## src/rtl/pipe_hazard_ctrl.sv

```systemverilog
// Stall/flush/forward controller for the 4-stage pipeline: load-use interlock,
// taken-branch flush sequencing and data-memory wait with timeout.
module pipe_hazard_ctrl #(
    parameter logic [5:0]  NOP_OP     = 6'b110111,
    parameter int unsigned BR_PENALTY = 2,
    parameter int unsigned MEM_TMO    = 15
) (
    input  logic       clk,
    input  logic       rstd,
    input  logic [4:0] id_rs,
    input  logic [4:0] id_rt,
    input  logic       id_use_rs,
    input  logic       id_use_rt,
    input  logic [4:0] ex_wreg,
    input  logic       ex_is_load,
    input  logic [4:0] wb_wreg,
    input  logic       br_taken,
    input  logic       mem_req,
    input  logic       mem_ack,
    output logic       pc_stall,
    output logic       fd_stall,
    output logic       de_bubble,
    output logic       ew_hold,
    output logic       fd_flush,
    output logic [1:0] fwd_s,
    output logic [1:0] fwd_t,
    output logic       timeout_err,
    output logic [1:0] state_o
);

    localparam int unsigned FCNT_W = 2;
    localparam int unsigned WCNT_W = 8;
    localparam logic [FCNT_W-1:0] FLUSH_INIT   = FCNT_W'(BR_PENALTY - 1);
    localparam logic [WCNT_W-1:0] WAIT_LIMIT   = WCNT_W'(MEM_TMO);
    localparam bit                SINGLE_FLUSH = (BR_PENALTY <= 1);

    typedef enum logic [1:0] {
        ST_RUN   = 2'd0,
        ST_LDUSE = 2'd1,
        ST_FLUSH = 2'd2,
        ST_MWAIT = 2'd3
    } state_t;

    state_t              state;
    logic [FCNT_W-1:0]   fcnt;
    logic [WCNT_W-1:0]   wcnt;
    logic                hz;
    logic                mem_miss;

    // Load-use interlock: register 0 is never a real dependency
    always_comb begin
        hz = ex_is_load && (ex_wreg != 5'd0) &&
             ((id_use_rs && (id_rs == ex_wreg)) || (id_use_rt && (id_rt == ex_wreg)));
        mem_miss = mem_req && !mem_ack;
    end

    // Control decode; LDUSE reacts like RUN except that it never re-stalls
    always_comb begin
        pc_stall  = 1'b0;
        fd_stall  = 1'b0;
        de_bubble = 1'b0;
        ew_hold   = 1'b0;
        fd_flush  = 1'b0;
        case (state)
            ST_RUN, ST_LDUSE: begin
                if (mem_miss) begin
                    ew_hold  = 1'b1;
                    pc_stall = 1'b1;
                    fd_stall = 1'b1;
                end else if (br_taken) begin
                    fd_flush  = 1'b1;
                    de_bubble = 1'b1;
                end else if ((state == ST_RUN) && hz) begin
                    pc_stall  = 1'b1;
                    fd_stall  = 1'b1;
                    de_bubble = 1'b1;
                end
            end
            ST_FLUSH: begin
                fd_flush  = 1'b1;
                de_bubble = 1'b1;
            end
            ST_MWAIT: begin
                ew_hold  = 1'b1;
                pc_stall = 1'b1;
                fd_stall = 1'b1;
            end
            default: ;
        endcase
    end

    // Operand forwarding from the EX/WB register
    assign fwd_s   = (id_use_rs && (id_rs != 5'd0) && (id_rs == wb_wreg)) ? 2'd1 : 2'd0;
    assign fwd_t   = (id_use_rt && (id_rt != 5'd0) && (id_rt == wb_wreg)) ? 2'd1 : 2'd0;
    assign state_o = state;

    // State, flush/wait counters and sticky timeout flag
    always_ff @(posedge clk or negedge rstd) begin
        if (!rstd) begin
            state       <= ST_RUN;
            fcnt        <= '0;
            wcnt        <= '0;
            timeout_err <= 1'b0;
        end else begin
            case (state)
                ST_RUN, ST_LDUSE: begin
                    if (mem_miss) begin
                        state <= ST_MWAIT;
                        wcnt  <= WCNT_W'(1);
                    end else if (br_taken) begin
                        state <= SINGLE_FLUSH ? ST_RUN : ST_FLUSH;
                        fcnt  <= SINGLE_FLUSH ? '0 : FLUSH_INIT;
                    end else if ((state == ST_RUN) && hz) begin
                        state <= ST_LDUSE;
                    end else begin
                        state <= ST_RUN;
                    end
                end
                ST_FLUSH: begin
                    if (br_taken) begin
                        state <= SINGLE_FLUSH ? ST_RUN : ST_FLUSH;
                        fcnt  <= SINGLE_FLUSH ? '0 : FLUSH_INIT;
                    end else if (fcnt <= FCNT_W'(1)) begin
                        state <= ST_RUN;
                        fcnt  <= '0;
                    end else begin
                        fcnt <= fcnt - FCNT_W'(1);
                    end
                end
                ST_MWAIT: begin
                    if (mem_ack) begin
                        state <= ST_RUN;
                        wcnt  <= '0;
                    end else if (wcnt >= WAIT_LIMIT) begin
                        state       <= ST_RUN;
                        wcnt        <= '0;
                        timeout_err <= 1'b1;
                    end else begin
                        wcnt <= wcnt + WCNT_W'(1);
                    end
                end
                default: state <= ST_RUN;
            endcase
        end
    end

endmodule
```

## config.mk

```make
export PLATFORM = sky130hd
export DESIGN_NAME = pipe_hazard_ctrl
export DESIGN_NICKNAME = d
export VERILOG_FILES = /design/src/rtl/pipe_hazard_ctrl.sv
export SDC_FILE = /design/constraint.sdc
export NUM_CORES = 1
export LEC_CHECK = 0
export CORE_AREA = 4 4 53 55
export DETAILED_ROUTE_END_ITERATION = 16
export DIE_AREA = 0 0 57 59
export GPL_TIMING_DRIVEN = 0
export HOLD_SLACK_MARGIN = 0.05
export MAX_ROUTING_LAYER = met4
export PLACE_DENSITY = 0.82
export SLEW_MARGIN = 20
export SYNTH_ARGS = -nofsm -noshare
export SYNTH_HDL_FRONTEND = slang
export SYNTH_SLANG_ARGS = --single-unit
```

## constraint.sdc

```tcl
create_clock -name clk -period 1.88 [get_ports clk]
set_input_delay 0.376 -clock clk [delete_from_list [all_inputs] [get_ports clk]]
set_output_delay 0.376 -clock clk [all_outputs]
set_load 0.05 [all_outputs]
```

# Yosys cells after proc, flatten, opt, wreduce, memory -nomap -nowiden

Cells that the tools add are included.

Input bits: 28
Register bits: 13
Output and inout port bits: 12

Reductions and logical operators: 23
Add/subtract/negate cells: 2
Bitwise operators: 1
Equal/unequal tests: 12
Multiplexer cells: 31
$lt $le $gt $ge: 2

Operator list:

| operator                                                                             | number |
|---|---|
| 8-bit two-way mux                                                                    | 3 |
| 5-bit == test                                                                        | 4 |
| 2-bit two-way mux                                                                    | 10 |
| 8-bit one-hot mux with 2 select lines                                                | 1 |
| 5-bit nonzero test                                                                   | 3 |
| 1-bit two-way mux                                                                    | 11 |
| 1-bit logical AND                                                                    | 10 |
| 8-bit by 1-bit adder with 8-bit output (second input constant)                       | 1 |
| 8-bit by 4-bit greater-or-equal comparator with 1-bit output (second input constant) | 1 |
| 1-bit one-hot mux with 2 select lines                                                | 4 |
| 2-bit inequality test (second input constant)                                        | 3 |
| 3-bit inequality test (second input constant)                                        | 2 |
| 2-bit one-hot mux with 3 select lines                                                | 1 |
| 3-bit AND reduction                                                                  | 2 |
| 2-bit == test (second input constant)                                                | 2 |
| 2-bit one-hot mux with 2 select lines                                                | 1 |
| 2-bit AND reduction                                                                  | 2 |
| 2-bit nonzero test                                                                   | 2 |
| 2-bit by 1-bit == test with 1-bit output (second input constant)                     | 1 |
| 2-bit by 1-bit less-or-equal comparator with 1-bit output (second input constant)    | 1 |
| 2-bit zero test                                                                      | 1 |
| 2-bit OR reduction                                                                   | 1 |
| 2-bit by 1-bit subtractor with 2-bit output (second input constant)                  | 1 |
| 1-bit zero test                                                                      | 1 |
| other kinds (2)                                                                      | 2 |

# Longest topological paths before layout

Word-level depth: 9
Depth in mapped cells: 6

# Worst setup path after synthesis

OpenSTA, ideal clock, no wires.

Path type: register to output
Start: reg state[1] (netlist: state_o[1])
End: out de_bubble
Buffers on the path: 2
Path slack: -1.351 ns
Arrival time: 2.855 ns
Cell stages (with the launch flop): 7
Cell sequence: dfrtp_1 -> clkbuf_1 -> nor3b_1 -> a21oi_1 -> buf_2 -> inv_1 -> o31ai_1

Word-level cells in the longest chain between the ends: 6
Elaborated cells on any way between the ends: 9
Those cells by class: eq/ne (2); mux (4); reduce/logical (3)

Ends and longest elaborated chain:

| element                                   | line   | source |
|---|---|---|
| start, declared                           | 44     | `state_t state;` |
| start signal, assigned                    | 111    | `state <= SINGLE_FLUSH ? ST_RUN : ST_FLUSH;` |
| start signal, assigned                    | 121    | `state <= SINGLE_FLUSH ? ST_RUN : ST_FLUSH;` |
| 2-bit zero test                           | 64, 73 |  |
| 1-bit logical AND                         | 73     | `end else if ((state == ST_RUN) && hz) begin` |
| 1-bit two-way mux                         | 73     |  |
| 1-bit two-way mux                         | 70     | `end else if (br_taken) begin` |
| 1-bit two-way mux                         | 66     | `if (mem_miss) begin` |
| 1-bit one-hot mux with 2 select lines (*) | 64     | `case (state)` |
| end, declared                             | 22     | `output logic de_bubble,` |

Mark *: on every way between the ends. The rest lies on a longest branch, timed or not.

# Worst setup path after layout

Start: in ex_wreg[3]
End: out pc_stall

Word-level cells in the longest chain between the ends: 9
Elaborated cells on any way between the ends: 13
Those cells by class: eq/ne (2); mux (4); reduce/logical (7)

Ends and longest elaborated chain:

| element                                   | line | source |
|---|---|---|
| start, declared                           | 14   | `input logic [4:0] ex_wreg,` |
| 5-bit == test                             | 53   | `((id_use_rs && (id_rs == ex_wreg)) \|\| (id_use_rt && (id_rt == ex_wreg)));` |
| 1-bit logical AND                         | 53   |  |
| 1-bit logical OR                          | 53   |  |
| 1-bit logical AND (*)                     | 52   | `hz = ex_is_load && (ex_wreg != 5'd0) &&` |
| 1-bit logical AND (*)                     | 73   |  |
| 1-bit two-way mux (*)                     | 73   |  |
| 1-bit two-way mux (*)                     | 70   |  |
| 1-bit two-way mux (*)                     | 66   |  |
| 1-bit one-hot mux with 2 select lines (*) | 64   |  |
| end, declared                             | 20   | `output logic pc_stall,` |

Marked as above.

==> reports/metrics.yaml <==
final_hold_viol_count: 0
yosysWarnings: 0
die_area_um2: 3360
grt_max_degree: 14
routed_via_density: 5.35
critical_path_arrival_ns: 1.73
slew_headroom: 0.610
grt_usage: 0.179
htree_levels: 1
synth.cell_area_um2: 912
firstDrtPassIters: 4
post-place-ws_ns: -1.31
vias: 984
root_buffer: "clkbuf_4"
drt_iter0_drc: 25
first_global_vias: 1048
portBuffers: 37
vdd_drop_max_mv: 0.449
placement_rows: 18
critPathMaxFanout: 3
initial_core_util: 0.382
rsz0062_at_grt: "true"
finalNetCount: 184
drive_gt1_frac: 0.416
power.density_nw_per_um2: 589
timing.final.crit_share: 1.12
timing.final.ws_setup_ns: -0.230
gp_congestion: 0.801
num_antenna_cells: 0
hold_buffers: 0
ant_nets: 0
antenna_found_initial: 0
clkTransAtPathRegs_ns: 0.09
cts_buffers: 3
crit_path_end_kind: "output pin"
slew_violations: 0
cp-start-kind: "input port"
p_leak_nw: 0.704
ios: 40
post-route-drc-count: 0
cap_viol_max_count: 0
tritoncts: "yes"
required_ns: 1.50
setup_viol: 4
cts_buffer_depth: 2
max_freq_mhz: 474
core_region_area_um2: 2390
period_needed_ns: 2.11
critPathKind: "in -> out"
area_growth_pct: 73.0
violations: "setup timing"
grt_pass1_wl_um: 4480
status: "finished, violations left"
synthCells: 101
dp_hpwl_um: 1950
ys_top_cells_by_area: "dfrtp_1, xor2_1, a21oi_1"
hp-class: "in -> async"
wl_per_cell_um: 15.0
finClkSkew_ns: 0.00109
yosysTopAreaCellShare: 0.357
insertion_delay_ns: 0.29
tightestPinTransition_ns: 0.583
ys_seq_area_frac: 0.357
finalCoreUtilization: 0.661
synth.distinct_cells: 36
gr-total-overflow: 0
fp.dieH_um: 59
drt_wl_total_um: 2760
cts.sinks: 13
avgSynthCellArea_um2: 9.03
die_w_um: 57
ys_seq_elements: 13
synth_top_cell_by_area: "dfrtp_1"
==> where the power goes <==
group          total (mW)  internal [mW]  switching, mW  leakage, nW
Combinational       0.421          0.190          0.231        0.516
Sequential          0.324          0.300         0.0234        0.171
Clock               0.184         0.0792          0.105       0.0177
Total               0.929          0.570          0.359        0.704
==> sequential cells by signal, summed over array words and instances (netlist names) <==
register	cells
wcnt	8
timeout_err	1
state_o	2
fcnt	2
==> per-layer routing <==
layer	share of wire	global-route usage
met1	0.38	0.185
met3	0.077	0.0327
met5	0	-
met2	0.51	0.318
met4	0.034	0.103
==> what timing repair did <==
action / 4_1_cts / 5_1_grt
endpoints found under the setup margin: 8 / 7
buffers inserted: 9 / 3
cloned: 0 / 0
pin swaps: 12 / 7
gates resized for setup: 118 / 13
hold endpoints to repair: 0 / 0
==> cell usage in the layout (no fill, tap or decap), types with 2 or more instances in the layout <==
cell type	instances
nor2_2	2
o21a_1	2
xnor2_1	3
buf_8	4
a21oi_1	6
clkdlybuf4s50_1	8
nand3_1	3
dlygate4sd2_1	7
dfrtp_1	12
or4_4	2
xor2_1	13
conb_1	2
nor2_1	4
nor3_1	3
nand2_1	3
clkbuf_4	3
and2_1	3
nor4_4	2
clkdlybuf4s15_1	3
inv_1	2
o21ai_2	2
o21ai_0	4
nor4_2	2
nor4_1	2
buf_4	15
buf_2	5
buf_6	7
a21o_1	2
clkdlybuf4s15_2	3
==> layout make-up <==
| type | instances | area, um2 |
|---|---|---|
| clock inverters | 1 | 5.00 |
| well taps | 30 | 37.5 |
| flip-flops and latches | 13 | 327 |
| fillers | 200 | 810 |
| clock buffers | 3 | 22.5 |
| plain buffers | 4 | 41.3 |
| repair buffers | 49 | 445 |
| multi-input cells | 80 | 681 |
| inverters | 4 | 18.8 |
==> cell families after synthesis <==
kind of cell | Yosys count | synth area share
AO/OA/AOI/OAI | 25 | 0.180
XOR/XNOR | 18 | 0.173
adder cells (fa/ha/maj) | 1 | 0.0137
buffers and inverters | 9 | 0.0507
flip-flops | 13 | 0.357
other | 1 | 0.00411
AND/OR/NAND/NOR | 34 | 0.222
==> metrics by stage <==
step                hold slack, ns  TNS [ns]  power (mW)  instance area, um2  cells
global placement             0.442     -7.49       0.667                1380    169
CTS                          0.482    -0.692       0.905                1530    182
global route                 0.494     -1.01       0.976                1580    184
detailed placement           0.470     -7.87       0.677                1380    169
finish                       0.451    -0.644       0.929                1580    184
floorplan                   0.0804    -0.829       0.532                 970    102
==> cell usage after synthesis <==
cell type	count
conb_1	1
nand2b_1	1
a21oi_1	7
o31ai_1	1
or4_4	1
or2_2	1
o21a_1	2
dfrtp_1	13
a22o_2	1
and2_1	3
ha_1	1
buf_2	1
nand3_1	3
o22a_1	1
inv_1	4
o21ai_0	6
o21ai_2	1
nand2_1	3
a32oi_1	1
or4_1	1
buf_4	3
o211ai_1	1
clkbuf_1	1
or2_1	1
nor4_4	1
a22o_1	1
a21o_1	2
nor3_1	4
nor2_1	7
nor4_1	5
nor3b_1	1
and2_2	1
and3_1	1
xor2_1	14
o31a_1	1
xnor2_1	4
==> worst paths after layout <==
path	slack, ns	cells after the start	end	start
worst max-delay path	-0.23	7	pc_stall	ex_wreg[3]
max in group asynchronous	1.01	1	state_o[1]	rstd
worst max register to register	0.20	4	wcnt[3]	wcnt[7]
worst min-delay path	0.45	1	wcnt[2]	rstd
worst min register to register	0.48	1	timeout_err	timeout_err
min in group clk	0.48	1	timeout_err	timeout_err
==> critical path, stage by stage <==
cell      delay, ns
buf_8          0.10
or4_4          0.52
o211ai_1       0.24
or2_4          0.18
o21ai_4        0.06
buf_6          0.12
buf_8          0.14
Note: power is estimated with default switching activity, not from simulation.
